$ cat src/rtl/inst_fetch_queue.sv
// inst_fetch_queue: in-order {pc, inst} FIFO between fetch and decode
// with single-cycle flush on mispredict.
module inst_fetch_queue #(
    parameter int DEPTH = 4,
    parameter int CW    = $clog2(DEPTH) + 1
) (
    input  logic          clk,
    input  logic          rst,
    input  logic          mispredict,
    input  logic          in_valid,
    output logic          in_ready,
    input  logic [15:0]   in_pc,
    input  logic [31:0]   in_inst,
    output logic          out_valid,
    input  logic          out_ready,
    output logic [15:0]   out_pc,
    output logic [31:0]   out_inst,
    output logic [CW-1:0] count
);
    localparam int AW = $clog2(DEPTH);

    logic [AW:0]  head_q, head_d, tail_q, tail_d;
    logic [15:0]  pc_q   [DEPTH];
    logic [31:0]  inst_q [DEPTH];
    logic         empty, full, push, pop;

    // Wrap bit distinguishes full from empty when the index bits match.
    assign empty     = head_q == tail_q;
    assign full      = (head_q[AW-1:0] == tail_q[AW-1:0]) && (head_q[AW] != tail_q[AW]);
    assign in_ready  = !full;
    assign out_valid = !empty && !mispredict;
    assign push      = in_valid && in_ready && !mispredict;
    assign pop       = out_valid && out_ready;
    assign out_pc    = out_valid ? pc_q[head_q[AW-1:0]] : '0;
    assign out_inst  = out_valid ? inst_q[head_q[AW-1:0]] : '0;
    assign count     = CW'(tail_q - head_q);

    always_comb begin
        head_d = mispredict ? '0 : head_q + (AW+1)'(pop);
        tail_d = mispredict ? '0 : tail_q + (AW+1)'(push);
    end

    always_ff @(posedge clk) begin
        if (rst) begin
            head_q <= '0;
            tail_q <= '0;
        end else begin
            head_q <= head_d;
            tail_q <= tail_d;
        end
    end

    // Storage is never cleared; only the pointers decide what is live.
    always_ff @(posedge clk) begin
        if (push && !rst) begin
            pc_q[tail_q[AW-1:0]]   <= in_pc;
            inst_q[tail_q[AW-1:0]] <= in_inst;
        end
    end
endmodule

$ cat config.mk
export PLATFORM = sky130hd
export DESIGN_NAME = inst_fetch_queue
export DESIGN_NICKNAME = d
export VERILOG_FILES = /design/src/rtl/inst_fetch_queue.sv
export SDC_FILE = /design/constraint.sdc
export NUM_CORES = 1
export LEC_CHECK = 0
export BUFFER_PORTS_ARGS = -buffer_cell sky130_fd_sc_hd__buf_4
export CORE_ASPECT_RATIO = 1.2
export CORE_MARGIN = 2
export CORE_UTILIZATION = 57
export CTS_CLUSTER_SIZE = 16
export DETAILED_ROUTE_END_ITERATION = 8
export GPL_ROUTABILITY_DRIVEN = 0
export PLACE_DENSITY = 0.91
export SYNTH_ARGS = -nofsm -noshare
export SYNTH_HDL_FRONTEND = slang
export SYNTH_SLANG_ARGS = --single-unit
$ cat constraint.sdc
create_clock -name clk -period 13 [get_ports clk]
set_input_delay 0.65 -clock clk [delete_from_list [all_inputs] [get_ports clk]]
set_output_delay 0.65 -clock clk [all_outputs]
set_load 0.005 [all_outputs]
==> run_results.csv, run 1 <==
group,metric,value,unit
clock_tree,post_cts_buffers,0,
grt,grt_overflow_total,0,
synth,yosysSeqAreaShare,74.3,%
setup_path,r2r_slack,9.83,ns
grt,grt_max_degree,51,
power,total_leakage_power,3.73,nW
route,postRouteAntennaNets,0,
timing,fmax,0.270,GHz
synth,synthXorXnorAreaFrac,0.789,%
clock_tree,cts_tree,"built",
placed_design,dp_hpwl,8370,um
synth,netlist_area,7930,um2
timing,setup_violations,0,
setup_path,r2r_start,"head_q[0]",
die,core_area,13700,um2
route,vias_per_cell,6.06,
clock_tree,cts_resized,0,
flow_run,maxCapViolations,0,
clock_tree,cts_max_level,4,
clock_tree,clkTransAtPathRegs,0.07,ns
grt,antenna_found_initial,0,
synth,synth_compound_area_share,6.74,%
layout,final_core_util,68.6,%
timing,slew_headroom,28.2,%
synth,synthAdderAreaFrac,1.20,%
route,wl_per_cell,23.3,um
setup_path,crit_arrival,3.05,ns
synth,synth_top_family_by_area,"multiplexers",
setup_path,end_kind,"primary output",
grt,grt_pass1_wl,23600,um
setup_path,critical_path.startpoint,"head_q[0]",
timing,finClkSkew,0.00726,ns
timing,tns,0,ns
layout,num-fill-cells,827,
layout,drive_gt1_share,41.5,%
layout,seqCellArea,5890,um2
die,std_cell_rows,47,
die,initial_core_util,57.8,%
route,finalWirelength,15100,um
setup_path,reg2reg_to,"pc_q[2][6]",
placed_design,port_buffers,105,
setup_path,critPathCapture,"out_inst[13]",
setup_path,r2r_cells,4,
route,drtPass1Iterations,4,
setup_path,critPathKind,"reg -> out",
clock_tree,clock-sinks,198,
synth,yosys.area.top_type,"edfxtp_1",
clock_tree,cts_buffers,17,
timing,worst_slew_pin_slew,1.07,ns
clock_tree,clk_latency,0.43,ns
synth,synthSimpleGateAreaFrac,1.03,%
setup_path,path_max_fanout,50,
route,drt-initial-drc-count,349,
synth,ys_warn_count,0,
grt,grt_pass1_vias,4282,
die,die_area,14900,um2
route,vias,3928,
clock_tree,cts_buffer_depth,2,
layout,multi_input_comb_area,1890,um2
layout,final_nets,524,
die,ioPinCount,106,
setup_path,start_kind,"flop",
route,drc,0,
timing,hold_viol_final,0,
die,die_y,133,um
timing,rsz0062_at_grt,"false",
synth,synthMuxAreaShare,13.6,%
grt,grt_usage,21.5,%
synth,ys_top_cells_by_area,"edfxtp_1, mux4_2, o211a_1",
timing,finalCritPeriodShare,28.5,%
layout,area_growth,18.6,%
clock_tree,cts_hold_buf,0,
die,die_w,112,um
synth,syn_avg_cell_area,22.0,um2
synth,synth.top_cell.area_share,72.8,%
run_status,status,"complete, no violations",
power,powerDensity,132,nW/um2
timing,drv_slew,0,
synth,ys_ff_latch,198,
timing,layout_min_cycle_time,3.70,ns
layout,antenna_cells,0,
synth,syn_inst,360,
setup_path,worst_ep_required_time,12.35,ns
power,ir_drop,0.0000950,V
synth,synth_cell_type_count,21,
synth,syn-num-nets,420,
min_path,min_path_type,"in -> reg",
clock_tree,root_buffer,"clkbuf_16",
registers in the layout, summed over array words and instances (netlist names):
register  count
inst_q      128
pc_q         64
head_q        3
tail_q        3
area by class of cell:
class / count / area share, %
Clock inverter: 14 / 1.33
Tap cell: 171 / 2.28
Clock buffer: 18 / 4.56
Multi-Input combinational cell: 130 / 20.1
Timing Repair Buffer: 111 / 8.86
Inverter: 6 / 0.240
Sequential cell: 198 / 62.6
layout by cell type (no fill, tap or decap), drive strengths merged:
cell type    n
ha           6
nand2        3
and2         5
dfxtp        6
clkinvlp     4
xor2         1
xnor2        4
nor3         2
or3          1
a21oi        2
nor2         1
fa           1
edfxtp     192
o211a       49
buf        111
clkinv       4
inv         11
a211oi       1
nand2b       3
clkbuf      18
a2111oi      3
mux4        48
bufinv       1
cell families after synthesis:
logic type | count (synthesis)
DFF | 198
AOI/OAI and AO/OA | 55
muxes | 48
buffers and inverters | 32
and+or+nand+nor | 15
adders and majority gates | 7
xor gates and xnor gates | 5
synthesized netlist by cell type (all sizes together):
cell type    n
a211oi       1
nor3         2
a21oi        2
mux4        48
xnor2        4
and2         5
edfxtp     192
a2111oi      3
or3          1
inv          6
buf         12
nand2b       3
dfxtp        6
o211a       49
nand2        3
nor2         1
xor2         1
fa           1
clkbuf      14
ha           6
critical path, cell delays in order, from the launching register on:
cell,delay (ns)
dfxtp_4,1.01
ha_1,0.41
nand2_2,0.79
o211a_1,0.27
buf_4,0.12
how the worst min path moves through the flow:
| stage | from | endpoint | slack (ns) | cells after the start |
|---|---|---|---|---|
| detailed placement | tail_q[2] | tail_q[2] | 0.65 | 2 |
| global placement | tail_q[2] | tail_q[2] | 0.62 | 2 |
| floorplan | tail_q[2] | tail_q[2] | 0.61 | 2 |
| finish | in_inst[9] | inst_q[1][9] | 0.42 | 1 |
| global route | in_inst[0] | inst_q[3][0] | 0.40 | 1 |
| CTS | in_inst[0] | inst_q[3][0] | 0.40 | 1 |
metal layers:
metal	vias to the layer above	share of wire [%]	GRT usage, %
met5	-	0	0
met4	0	2.7	10.4
met3	30	6.5	5.64
met2	183	53	34.8
met1	1984	38	27.4
li1	1731	-	-
stage by stage:
step                total power, mW  cells  cell area [um2]  worst slack [ns]  hold slack, ns
global placement              0.762    616             8850              9.74           0.619
floorplan                     0.738    360             7930              3.21           0.606
global route                   1.28    648             9400              9.02           0.396
detailed placement            0.765    616             8850              9.67           0.650
finish                         1.24    648             9400              9.30           0.419
CTS                            1.25    648             9400              9.21           0.400
power breakdown:
| group | internal [mW] | leakage (nW) | total, mW | switching, mW |
|---|---|---|---|---|
| Sequential | 0.705 | 1.78 | 0.707 | 0.00222 |
| Clock | 0.266 | 0.263 | 0.490 | 0.225 |
| Combinational | 0.0211 | 1.69 | 0.0439 | 0.0228 |
| Total | 0.992 | 3.73 | 1.24 | 0.250 |
No activity file was read; power rests on OpenSTA's default activity.
==> inputs of run 2 (changes only) <==
--- a/config.mk
+++ b/config.mk
@@ -5,14 +5,15 @@
 export SDC_FILE = /design/constraint.sdc
 export NUM_CORES = 1
 export LEC_CHECK = 0
+export ABC_AREA = 1
 export BUFFER_PORTS_ARGS = -buffer_cell sky130_fd_sc_hd__buf_4
 export CORE_ASPECT_RATIO = 1.2
 export CORE_MARGIN = 2
-export CORE_UTILIZATION = 57
+export CORE_UTILIZATION = 58
 export CTS_CLUSTER_SIZE = 16
 export DETAILED_ROUTE_END_ITERATION = 8
 export GPL_ROUTABILITY_DRIVEN = 0
-export PLACE_DENSITY = 0.91
+export PLACE_DENSITY = 0.92
 export SYNTH_ARGS = -nofsm -noshare
 export SYNTH_HDL_FRONTEND = slang
 export SYNTH_SLANG_ARGS = --single-unit
==> constraint.sdc (replaced) <==
create_clock -name clk -period 3.5 [get_ports clk]
set_input_delay 0.175 -clock clk [delete_from_list [all_inputs] [get_ports clk]]
set_output_delay 0.175 -clock clk [all_outputs]
set_load 0.005 [all_outputs]
==> run 2 against run 1 <==
  * Sequential share of layout area decreased by 8.7 points
  * First-iteration DRC count increased by 110%
  * Die area increased by 9.5%
  * Via count increased by 68%
  * Wire length increased by 39%
  * Worst setup slack got worse by 8.4 ns
  * Utilization increased by 4.3 points
  * Final cell count increased by 97%
  * Power increased to 3.9 times the previous value
  * Non-clock buffer count increased by 53
  * Critical path depth increased by 4
  * Critical path type unchanged
  * Critical endpoint is now out_pc[5]
  * Largest cell class unchanged
  * Largest power group unchanged
==> run_results.csv, run 2 <==
group,metric,value,unit
run_status,status,"complete, no violations",
power,total_leakage_power,5.19,nW
setup_path,r2r_cells,8,
synth,netlist_area,8850,um2
power,powerDensity,440,nW/um2
setup_path,cp_top_family,"buffers and inverters",
grt,grt_pass1_wl,33600,um
route,vias_per_cell,5.18,
setup_path,cp_num_buf_inv,4,
synth,synth_edf_count,192,
layout,num-fill-cells,890,
layout,design_area,10900,um2
setup_path,path_cells,"inv_2 > buf_4 > nand2_1 > nand3_1 > nand2_1 > inv_1 > nor2_1 > buf_4",
setup_path,path_max_fanout,49,
synth,yosys.area.top_type,"edfxtp_1",
placed_design,port_buffers,105,
placed_design,place_area,9840,um2
layout,antenna_cells,0,
synth,ys_ff_latch,198,
synth,ys_top_cells_by_area,"edfxtp_1, inv_1, nand2_1",
layout,final_nets,1120,
die,initial_core_util,59.2,%
setup_path,end_kind,"primary output",
grt,grt_max_degree,98,
die,ioPinCount,106,
route,drtPass1Iterations,7,
synth,synth.top_cell.area_share,65.1,%
setup_path,start_kind,"flop",
power,ir_drop,0.000334,V
placed_design,dp_hpwl,11600,um
route,vias,6617,
route,wl_per_cell,16.5,um
die,die_area,16300,um2
min_path,hold_depth,4,
die,die_y,139,um
die,core_area,15000,um2
timing,slew_headroom,29.5,%
grt,grt_pass1_vias,6831,
timing,layout_min_cycle_time,2.65,ns
setup_path,critical_path.max_stage_delay,0.65,ns
setup_path,critPathKind,"reg -> out",
synth,synth_most_common_cell,"inv_1",
route,drc,0,
timing,hold_viol_final,0,
timing,finalCritPeriodShare,75.8,%
grt,grt_overflow_total,0,
synth,ys_top_cells_by_count,"inv_1, nand2_1, edfxtp_1",
timing,setup_violations,0,
clock_tree,clock-sinks,198,
timing,tns,0,ns
setup_path,crit_arrival,2.48,ns
synth,yosysSeqAreaShare,66.5,%
flow_run,maxCapViolations,0,
route,drt-initial-drc-count,740,
route,postRouteAntennaNets,0,
clock_tree,clk_latency,0.43,ns
synth,synthFlopType,"edfxtp_1",
clock_tree,clkTransAtPathRegs,0.07,ns
synth,ys_warn_count,0,
timing,finClkSkew,0.00903,ns
layout,layout_common_cells,"inv_1, nand2_1, edfxtp_1, buf_4, nand3_1",
layout,final_common_cell,"inv_1",
timing,drv_slew,0,
clock_tree,root_buffer,"clkbuf_16",
grt,grt_usage,27.3,%
synth,syn_inst,913,
clock_tree,cts_buffers,17,
placed_design,dp.cells,1197,
timing,rsz0062_at_grt,"false",
layout,final_core_util,72.9,%
layout,largest_reg_flops,128,
synth,synth_cell_type_count,15,
setup_path,crit_cells,8,
synth,syn-num-nets,973,
clock_tree,cts_tree,"built",
timing,worst_slew_pin_slew,1.06,ns
synth,syn_avg_cell_area,9.70,um2
setup_path,slowest_stage,"inv_2",
min_path,min_path_type,"in -> reg",
setup_path,worst_ep_required_time,3.32,ns
layout,drive_gt1_share,14.2,%
clock_tree,cts_buffer_depth,2,
grt,antenna_found_initial,0,
die,std_cell_rows,49,
layout,area_growth,23.2,%
layout,stdcell_count,1277,
timing,fmax,0.377,GHz
synth,async_flop_share,0,%
die,die_w,117,um
route,finalWirelength,21100,um
clock_tree,cts_max_level,4,
==> run 2: tightest hold or removal path: stages <==
cell and delay [ns]:
buf_4 0.07, inv_1 0.04, nand2_1 0.18, nor2_1 0.06
==> run 2: final cells by class <==
class / count / area (um2) / share of cell area [%]
Timing Repair Buffer: 164 / 1390 / 12.7
Tap cell: 204 / 255 / 2.34
Clock inverter: 14 / 159 / 1.46
Multi-Input combinational cell: 421 / 1820 / 16.7
Sequential cell: 198 / 5890 / 54.0
Clock buffer: 18 / 429 / 3.93
Inverter: 258 / 968 / 8.88
==> run 2: path summary, 6_finish.rpt <==
check	from	to	slack, ns
hold reg to reg	tail_q[2]	tail_q[2]	0.56
setup / recovery	head_q[0]	out_pc[5]	0.85
hold / removal	rst	head_q[1]	0.13
setup reg to reg	tail_q[0]	inst_q[0][3]	1.00
==> run 2: cell families after synthesis <==
logic type	after synthesis	share of synthesized area, %
adder cells (fa/ha/maj)	7	1.07
XOR/XNOR	3	0.297
buffers and inverters	294	13.3
flip-flops	198	66.5
AND/OR/NAND/NOR	411	18.8
==> run 2: power by group <==
part	switching, mW	total (mW)	internal [mW]
clock network	0.837	1.95	1.12
logic	0.115	0.225	0.110
registers	0.00676	2.63	2.62
total	0.959	4.81	3.85
==> run 2: timing repair <==
item                                   CTS  global route
endpoints found under the hold margin  192             0
setup buffers                            0             0
gates resized for setup                  0             0
hold buffers                            48             0
==> run 2: metal layers <==
metal	global-route usage, %	wire length (um)	vias to the layer above
li1	-	-	3056
met1	33.3	7730	3102
met2	45.7	10900	387
met3	5.27	1620	72
met4	14.4	811	0
met5	0	0	-
==> run 2: through the flow <==
step | hold slack, ns | worst slack [ns] | total power, mW
after global routing | 0.157 | 0.705 | 4.91
final | 0.130 | 0.848 | 4.81
after detailed placement | 0.379 | 1.06 | 2.85
after CTS | 0.121 | 0.880 | 4.80
after floorplan | 0.274 | -0.254 | 2.74
after global placement | 0.376 | 1.20 | 2.84
